==> config.mk <==
export PLATFORM = sky130hd
export DESIGN_NAME = pipelined_multiplier_m
export DESIGN_NICKNAME = d
export VERILOG_FILES = /design/src/rtl/pipelined_multiplier_m.sv
export SDC_FILE = /design/constraint.sdc
export NUM_CORES = 2
export LEC_CHECK = 0
export BUFFER_PORTS_ARGS = -buffer_cell sky130_fd_sc_hd__buf_2
export CAP_MARGIN = 20
export CORE_AREA = 2 2 423 320
export DETAILED_ROUTE_END_ITERATION = 10
export DIE_AREA = 0 0 425 322
export HOLD_SLACK_MARGIN = 0.12
export PLACE_DENSITY = 0.52
export SLEW_MARGIN = 10
export SYNTH_ARGS = -nofsm -noshare
export SYNTH_HDL_FRONTEND = slang
export SYNTH_SLANG_ARGS = --single-unit
==> constraint.sdc <==
create_clock -name clk -period 24 [get_ports clk]
set_input_delay 0 -clock clk [delete_from_list [all_inputs] [get_ports clk]]
set_output_delay 0 -clock clk [all_outputs]
set_load 0.01 [all_outputs]
==> src/rtl/pipelined_multiplier_m.sv <==
// Fully pipelined RV32M/RV64M multiply unit (MUL/MULH/MULHSU/MULHU).
// Valid/ready in, valid/ready out, tag carried with every op, flush kills all.
//
// Ports:
//   clk, rst            clock (rising edge), asynchronous active-low reset
//   in_valid/in_ready   operation handshake
//   in_op               00 MUL, 01 MULH, 10 MULHSU, 11 MULHU
//   in_a, in_b          rs1 / rs2 operands
//   in_tag              opaque tag returned with the result
//   flush               squash everything in flight and the op offered now
//   out_valid/out_ready result handshake
//   out_data, out_tag   selected product half and its tag
//   count, busy         number of occupied stages, count != 0
module pipelined_multiplier_m #(
    parameter int ARCH_LEN = 32,
    parameter int STAGES   = 5,
    parameter int TAG_W    = 6,
    localparam int CW      = $clog2(STAGES + 1)
) (
    input  logic                clk,
    input  logic                rst,
    input  logic                in_valid,
    output logic                in_ready,
    input  logic [1:0]          in_op,
    input  logic [ARCH_LEN-1:0] in_a,
    input  logic [ARCH_LEN-1:0] in_b,
    input  logic [TAG_W-1:0]    in_tag,
    input  logic                flush,
    output logic                out_valid,
    input  logic                out_ready,
    output logic [ARCH_LEN-1:0] out_data,
    output logic [TAG_W-1:0]    out_tag,
    output logic [CW-1:0]       count,
    output logic                busy
);

    localparam int XW = ARCH_LEN + 1;
    localparam int PW = 2 * ARCH_LEN;

    logic [STAGES-1:0] v;
    logic [STAGES-1:0] en;
    logic              accept;
    logic              out_fire;

    // Stage k may move unless it and every stage after it are full
    // while the output is stalled; this is the unrolled ripple of
    // en[k] = !v[k] | en[k+1], without a self-referencing vector.
    always_comb begin
        en = '0;
        for (int k = 0; k < STAGES; k++) begin
            en[k] = out_ready
                  | ~&(v | ((STAGES'(1) << k) - STAGES'(1)));
        end
    end

    assign in_ready  = en[0] & ~flush;
    assign accept    = in_valid & in_ready;
    assign out_valid = v[STAGES-1] & ~flush;
    assign out_fire  = out_valid & out_ready;
    assign busy      = (count != '0);

    // Valid bits: the only state that needs reset.
    always_ff @(posedge clk or negedge rst) begin
        if (!rst) begin
            v <= '0;
        end else if (flush) begin
            v <= '0;
        end else begin
            if (en[0]) begin
                v[0] <= accept;
            end
            for (int k = 1; k < STAGES; k++) begin
                if (en[k]) begin
                    v[k] <= v[k-1];
                end
            end
        end
    end

    // Occupancy counter kept alongside v so count is a plain register.
    always_ff @(posedge clk or negedge rst) begin
        if (!rst) begin
            count <= '0;
        end else if (flush) begin
            count <= '0;
        end else begin
            case ({accept, out_fire})
                2'b10:   count <= count + CW'(1);
                2'b01:   count <= count - CW'(1);
                default: count <= count;
            endcase
        end
    end

    // Operand extension: a signed for MULH/MULHSU, b signed for MULH.
    logic          a_sx;
    logic          b_sx;
    logic          hi;
    logic [XW-1:0] a_ext;
    logic [XW-1:0] b_ext;

    always_comb begin
        a_sx = 1'b0;
        b_sx = 1'b0;
        unique case (in_op)
            2'b01: begin
                a_sx = 1'b1;
                b_sx = 1'b1;
            end
            2'b10: a_sx = 1'b1;
            default: begin
                a_sx = 1'b0;
                b_sx = 1'b0;
            end
        endcase
        hi    = (in_op != 2'b00);
        a_ext = {a_sx & in_a[ARCH_LEN-1], in_a};
        b_ext = {b_sx & in_b[ARCH_LEN-1], in_b};
    end

    // Only the low 2*ARCH_LEN product bits are ever selected, and those
    // are identical for signed and unsigned multiplication once the
    // operands are sign-extended to that width.
    function automatic logic [ARCH_LEN-1:0] mul_sel(
        input logic [XW-1:0] a,
        input logic [XW-1:0] b,
        input logic          sel_hi
    );
        logic [PW-1:0] aw;
        logic [PW-1:0] bw;
        logic [PW-1:0] p;
        aw = {{(ARCH_LEN-1){a[XW-1]}}, a};
        bw = {{(ARCH_LEN-1){b[XW-1]}}, b};
        p  = aw * bw;
        return sel_hi ? p[PW-1:ARCH_LEN] : p[ARCH_LEN-1:0];
    endfunction

    // Tag travels with its op through every stage.
    logic [TAG_W-1:0] tag_q [STAGES];

    always_ff @(posedge clk) begin
        if (en[0]) begin
            tag_q[0] <= in_tag;
        end
        for (int k = 1; k < STAGES; k++) begin
            if (en[k]) begin
                tag_q[k] <= tag_q[k-1];
            end
        end
    end

    assign out_tag = tag_q[STAGES-1];

    generate
        if (STAGES == 1) begin : g_single
            logic [ARCH_LEN-1:0] res_q;

            always_ff @(posedge clk) begin
                if (en[0]) begin
                    res_q <= mul_sel(a_ext, b_ext, hi);
                end
            end

            assign out_data = res_q;
        end else begin : g_multi
            // Stage 0 registers operands so the multiplier sits between
            // two flops; later stages only carry the result.
            logic [XW-1:0]       a_q;
            logic [XW-1:0]       b_q;
            logic                hi_q;
            logic [ARCH_LEN-1:0] res_q [1:STAGES-1];

            always_ff @(posedge clk) begin
                if (en[0]) begin
                    a_q  <= a_ext;
                    b_q  <= b_ext;
                    hi_q <= hi;
                end
                if (en[1]) begin
                    res_q[1] <= mul_sel(a_q, b_q, hi_q);
                end
                for (int k = 2; k < STAGES; k++) begin
                    if (en[k]) begin
                        res_q[k] <= res_q[k-1];
                    end
                end
            end

            assign out_data = res_q[STAGES-1];
        end
    endgenerate

endmodule

## Word level (Yosys, flattened, before mapping)

Memories as Yosys holds them, arrays and structs flattened.
Cells that the tools add are included.

| word-level totals | value |
|---|---|
| memories kept | 2 |
| RAM bits | 158 |
| input port bits | 77 |
| logic and storage cells | 69 |
| output and inout port bits | 44 |
| bits in registers | 75 |

Memory list:

| memory | depth | width | rd ports | clocked after memory_dff | wr ports | line | source |
|---|---|---|---|---|---|---|---|
| g_multi.res_q | 4 | 32 | 4 | 0 | 4 | 171 | `logic [ARCH_LEN-1:0] res_q [1:STAGES-1];` |
| tag_q | 5 | 6 | 5 | 0 | 5 | 139 | `logic [TAG_W-1:0] tag_q [STAGES];` |

| operators by class | value |
|---|---|
| bitwise gates (word level) | 12 |
| mux-type cells | 21 |
| $mul | 1 |
| add/subtract/negate cells | 2 |
| reductions and logical operators | 18 |
| equal/unequal tests | 4 |

Operator list:

| kind | number |
|---|---|
| 33-bit by 33-bit multiplier with 64-bit output | 1 |
| 32-bit 2-to-1 mux | 1 |
| 1-bit 2-to-1 mux | 17 |
| 2-bit nonzero test | 6 |
| 1-bit bitwise AND | 6 |
| 3-bit one-hot mux with 2 select lines | 1 |
| 3-bit nonzero test | 2 |
| 1-bit zero test | 5 |
| 5-bit 2-to-1 mux | 1 |
| 1-bit OR | 5 |
| 5-bit AND reduction | 1 |
| 2-bit by 1-bit == test with 1-bit output, second input constant | 2 |
| 2-bit == test, second input constant | 2 |
| 4-bit AND reduction | 1 |
| 3-bit by 1-bit adder with 3-bit output, second input constant | 1 |
| 3-bit 2-to-1 mux | 1 |
| 3-bit AND reduction | 1 |
| 3-bit by 1-bit subtractor with 3-bit output, second input constant | 1 |
| 2-bit AND reduction | 1 |
| 2-bit OR reduction | 1 |
| 1-bit inverter | 1 |

## Depth between registers and ports, before layout

| depth | value |
|---|---|
| word-level depth | 8 |
| depth in mapped cells | 30 |

## Worst setup path before layout

No wires, ideal clock.

| timing path | value |
|---|---|
| kind | register -> register |
| start point | register g_multi.a_q[32] |
| end point | register, netlist name g_multi.res_q[0][60] |
| path slack | 15.980 ns |
| library setup time | 0.270 ns |
| period minus slack after synthesis | 8.020 ns |
| required time | 23.730 ns |
| buffers on the path | 2 |
| cell stages (with the launch flop) | 28 |
| arrival time | 7.750 ns |
| cell sequence | edfxtp_1 > clkbuf_1 > nand2_1 > inv_1 > fa_1 > fa_1 > fa_1 > inv_1 > fa_1 > inv_1 > fa_1 > fa_1 > fa_1 > inv_1 > fa_1 > inv_1 > ha_1 > and2_1 > clkbuf_1 > and3_1 > and4_4 > a32o_2 > a2111oi_4 > o41ai_2 > a31oi_2 > mux2i_1 > xnor2_1 > a21oi_1 |

RTL lines:

| item | line | source |
|---|---|---|
| from (decl) | 168 | `logic [XW-1:0] a_q;` |
| from (signal assigned) | 175 | `a_q <= a_ext;` |

==> results_dict.tcl <==
set metrics [dict create \
    dp_hpwl_microns 98800 \
    detail-route-antenna-nets 0 \
    setup_viol 0 \
    chipWidth_microns 425 \
    synth-seq-cells 233 \
    clock_path_buffers 3 \
    worstPathMaxFanout 22 \
    cp.required_ps 24390 \
    routedWlPerCell_microns 19.9 \
    overflow 0 \
    grt_pass1_wl_microns 201000 \
    worstPathArrival_ps 9210 \
    tns_ps 0 \
    drv_cap 0 \
    syn-num-nets 5976 \
    area_growth_syn_to_layout_pct 10.1 \
    hold_viol 0 \
    synth-compound-area-share_pct 3.33 \
    critical_path_class "flip-flop to flip-flop" \
    synth_edf_count 225 \
    async_flop_share_pct 3.43 \
    clock_latency_ps 650 \
    vias 30600 \
    drc 0 \
    syn_inst 4559 \
    crit_path_end_kind "flip-flop" \
    synth_cell_types 68 \
    rsz0062_at_grt "false" \
    fin_skew_ps 39.1 \
    worst_pin_slew_ps 1080 \
    finalWorstSetupSlack_ps 15180 \
    die-area_sq_mm 0.137 \
    gp_congestion 0.879 \
    cts_made_buffers 29 \
    ys.flop_type "edfxtp_1" \
    synth_top_family_by_area "adder cells" \
    yosys-mux-area-fraction_pct 0.249 \
    io_buffers 120 \
    synth-simple-area-share_pct 13.9 \
    max_slew_margin_pct 27.9 \
    core_area_sq_mm 0.133 \
    start_kind "flip-flop" \
    pin_count 121 \
    clkSinkCount 233 \
    synth.avg_cell_area_sq_um 10.1 \
    grt_pass1_vias 33300 \
    cts_tree "yes" \
    drv_slew 0 \
    nFillCells 13300 \
    first_iter_violations 1926 \
    grt_usage_pct 19.4 \
    root_buffer "clkbuf_16" \
    dr.pass1.iters 6 \
    path_clk_slew_ps 70 \
    yosys_warnings 0 \
    post-route-period-util_pct 36.8 \
    wirelength_microns 129000 \
    pre_cts_ws_ps 15120 \
    regArea_sq_mm 0.00696 \
    cts_setup_buffers 0 \
    ys_seq_area_share_pct 15.0 \
    multi_input_area_sq_mm 0.0339 \
    hold_path.class "input port to flip-flop" \
    fp.dieH_microns 322 \
    nets 6081 \
    synthAdderAreaFrac_pct 54.5 \
    antenna_found_initial 3 \
    start_util_pct 34.9 \
    vias_per_cell 4.75 \
    drive_gt1_share_pct 5.44 \
    row_count 116 \
    synthXorXnorAreaFrac_pct 1.38 \
    fmax_mhz 113 \
    netlist_area_sq_mm 0.0462 \
    grt_max_degree 50 \
    min_period_ps 8820 \
    ctsHtreeMaxLevel 1 \
    status "completed" \
    hold_ws_ps 153 \
]
-- metal layers --
layer	track usage, %	share of wire (%)	up-vias
met5	0	0	-
met4	3.37	1.9	0
met3	3.90	7.7	105
met2	28.7	43	936
met1	29.4	48	16200
li1	-	-	13400
-- cell type report --
type                    instances  area share [%]
multi-input cells            2943            66.7
flip-flops and latches        233            13.7
inverters                    1119            8.25
repair buffers                338            5.12
well taps                    1770            4.35
clock buffers                  33            1.46
clock inverters                21           0.470
diodes                          1         0.00492
-- cell usage in the layout (no fill, tap or decap), drive strengths merged, types with 5 or more instances in the layout --
cell type,count
nand3,15
and3,9
inv,1123
o21bai,11
xor2,26
edfxtp,225
nand2,579
nor2b,30
a21o,20
clkinv,10
buf,191
dfrtp,8
and2,538
dlygate4sd3,147
o21ai,53
o211ai,9
or3,7
clkbuf,33
mux2i,7
ha,214
nand2b,12
nand4,16
fa,1126
a211oi,5
a31oi,15
nor2,54
a21oi,91
xnor2,47
-- cells by family (layout without fill, tap and decap cells) --
kind of cell    after synthesis  after routing
buf+inv                    1383           1511
fa+ha+maj                  1340           1340
simple gates               1276           1276
compound gates              243            243
flops                       233            233
xor+xnor                     73             73
mux                          11             11
other cells                   0              1
-- registers in the layout, indices dropped and copies added, names as in the netlist --
register       flops
g_multi.res_q    128
g_multi.a_q       33
g_multi.b_q       33
tag_q             30
v                  5
count              3
g_multi.hi_q       1
-- synth_stat cells, drive strengths merged, types with 26 or more instances --
cell       n  area (sq um)
a21oi     91           459
and2     538          3370
buf       44           322
clkbuf   220           830
edfxtp   225          6760
fa      1126         22500
ha       214          2680
inv     1119          4200
nand2    579          2170
nor2      54           203
nor2b     30           188
o21ai     53           265
xnor2     47           412
xor2      26           228
-- per-stage QoR --
step	cell area, sq um	utilization, %	std cells
2_1_floorplan	46200	-	4559
3_3_place_gp	48400	36.5	6256
3_5_place_dp	48400	36.5	6256
4_1_cts	50900	38.4	6457
5_1_grt	50900	38.4	6457
6_report	50900	38.4	6458
-- final timing paths --
path                                      from                   end  slack, ps  cells after the start
worst min register to register    tag_q[0][19]          tag_q[0][25]        420                      0
max in group asynchronous                  rst                  v[3]      23370                      3
worst max-delay path            g_multi.b_q[2]  g_multi.res_q[0][59]      15180                     25
worst max register to register  g_multi.b_q[2]  g_multi.res_q[0][59]      15180                     25
min in group asynchronous                  rst                  v[0]        360                      3
worst min-delay path                   in_b[5]        g_multi.b_q[5]        150                      2
-- worst max-delay path: stages (launching register included) --
cell and delay [ps]:
edfxtp_1 750, buf_4 310, and2_1 160, fa_1 500
fa_1 560, fa_1 840, inv_1 200, fa_1 520
inv_1 50, fa_1 480, fa_1 510, fa_1 500
inv_1 50, fa_1 470, inv_1 40, ha_1 320
a21o_1 190, a21o_1 170, a21oi_1 180, o21ai_0 140
a221oi_1 350, o21a_1 140, o21ai_1 130, a211oi_1 520
o21ai_0 170, a211o_1 300
-- repair_timing --
action	CTS	global route
hold buffers	147	0
resized for setup	0	0
setup endpoints to repair	0	0
hold endpoints to repair	89	0
Power is not shown: default switching activity piles up to over one toggle a cycle in this logic, so the estimate is an artifact.
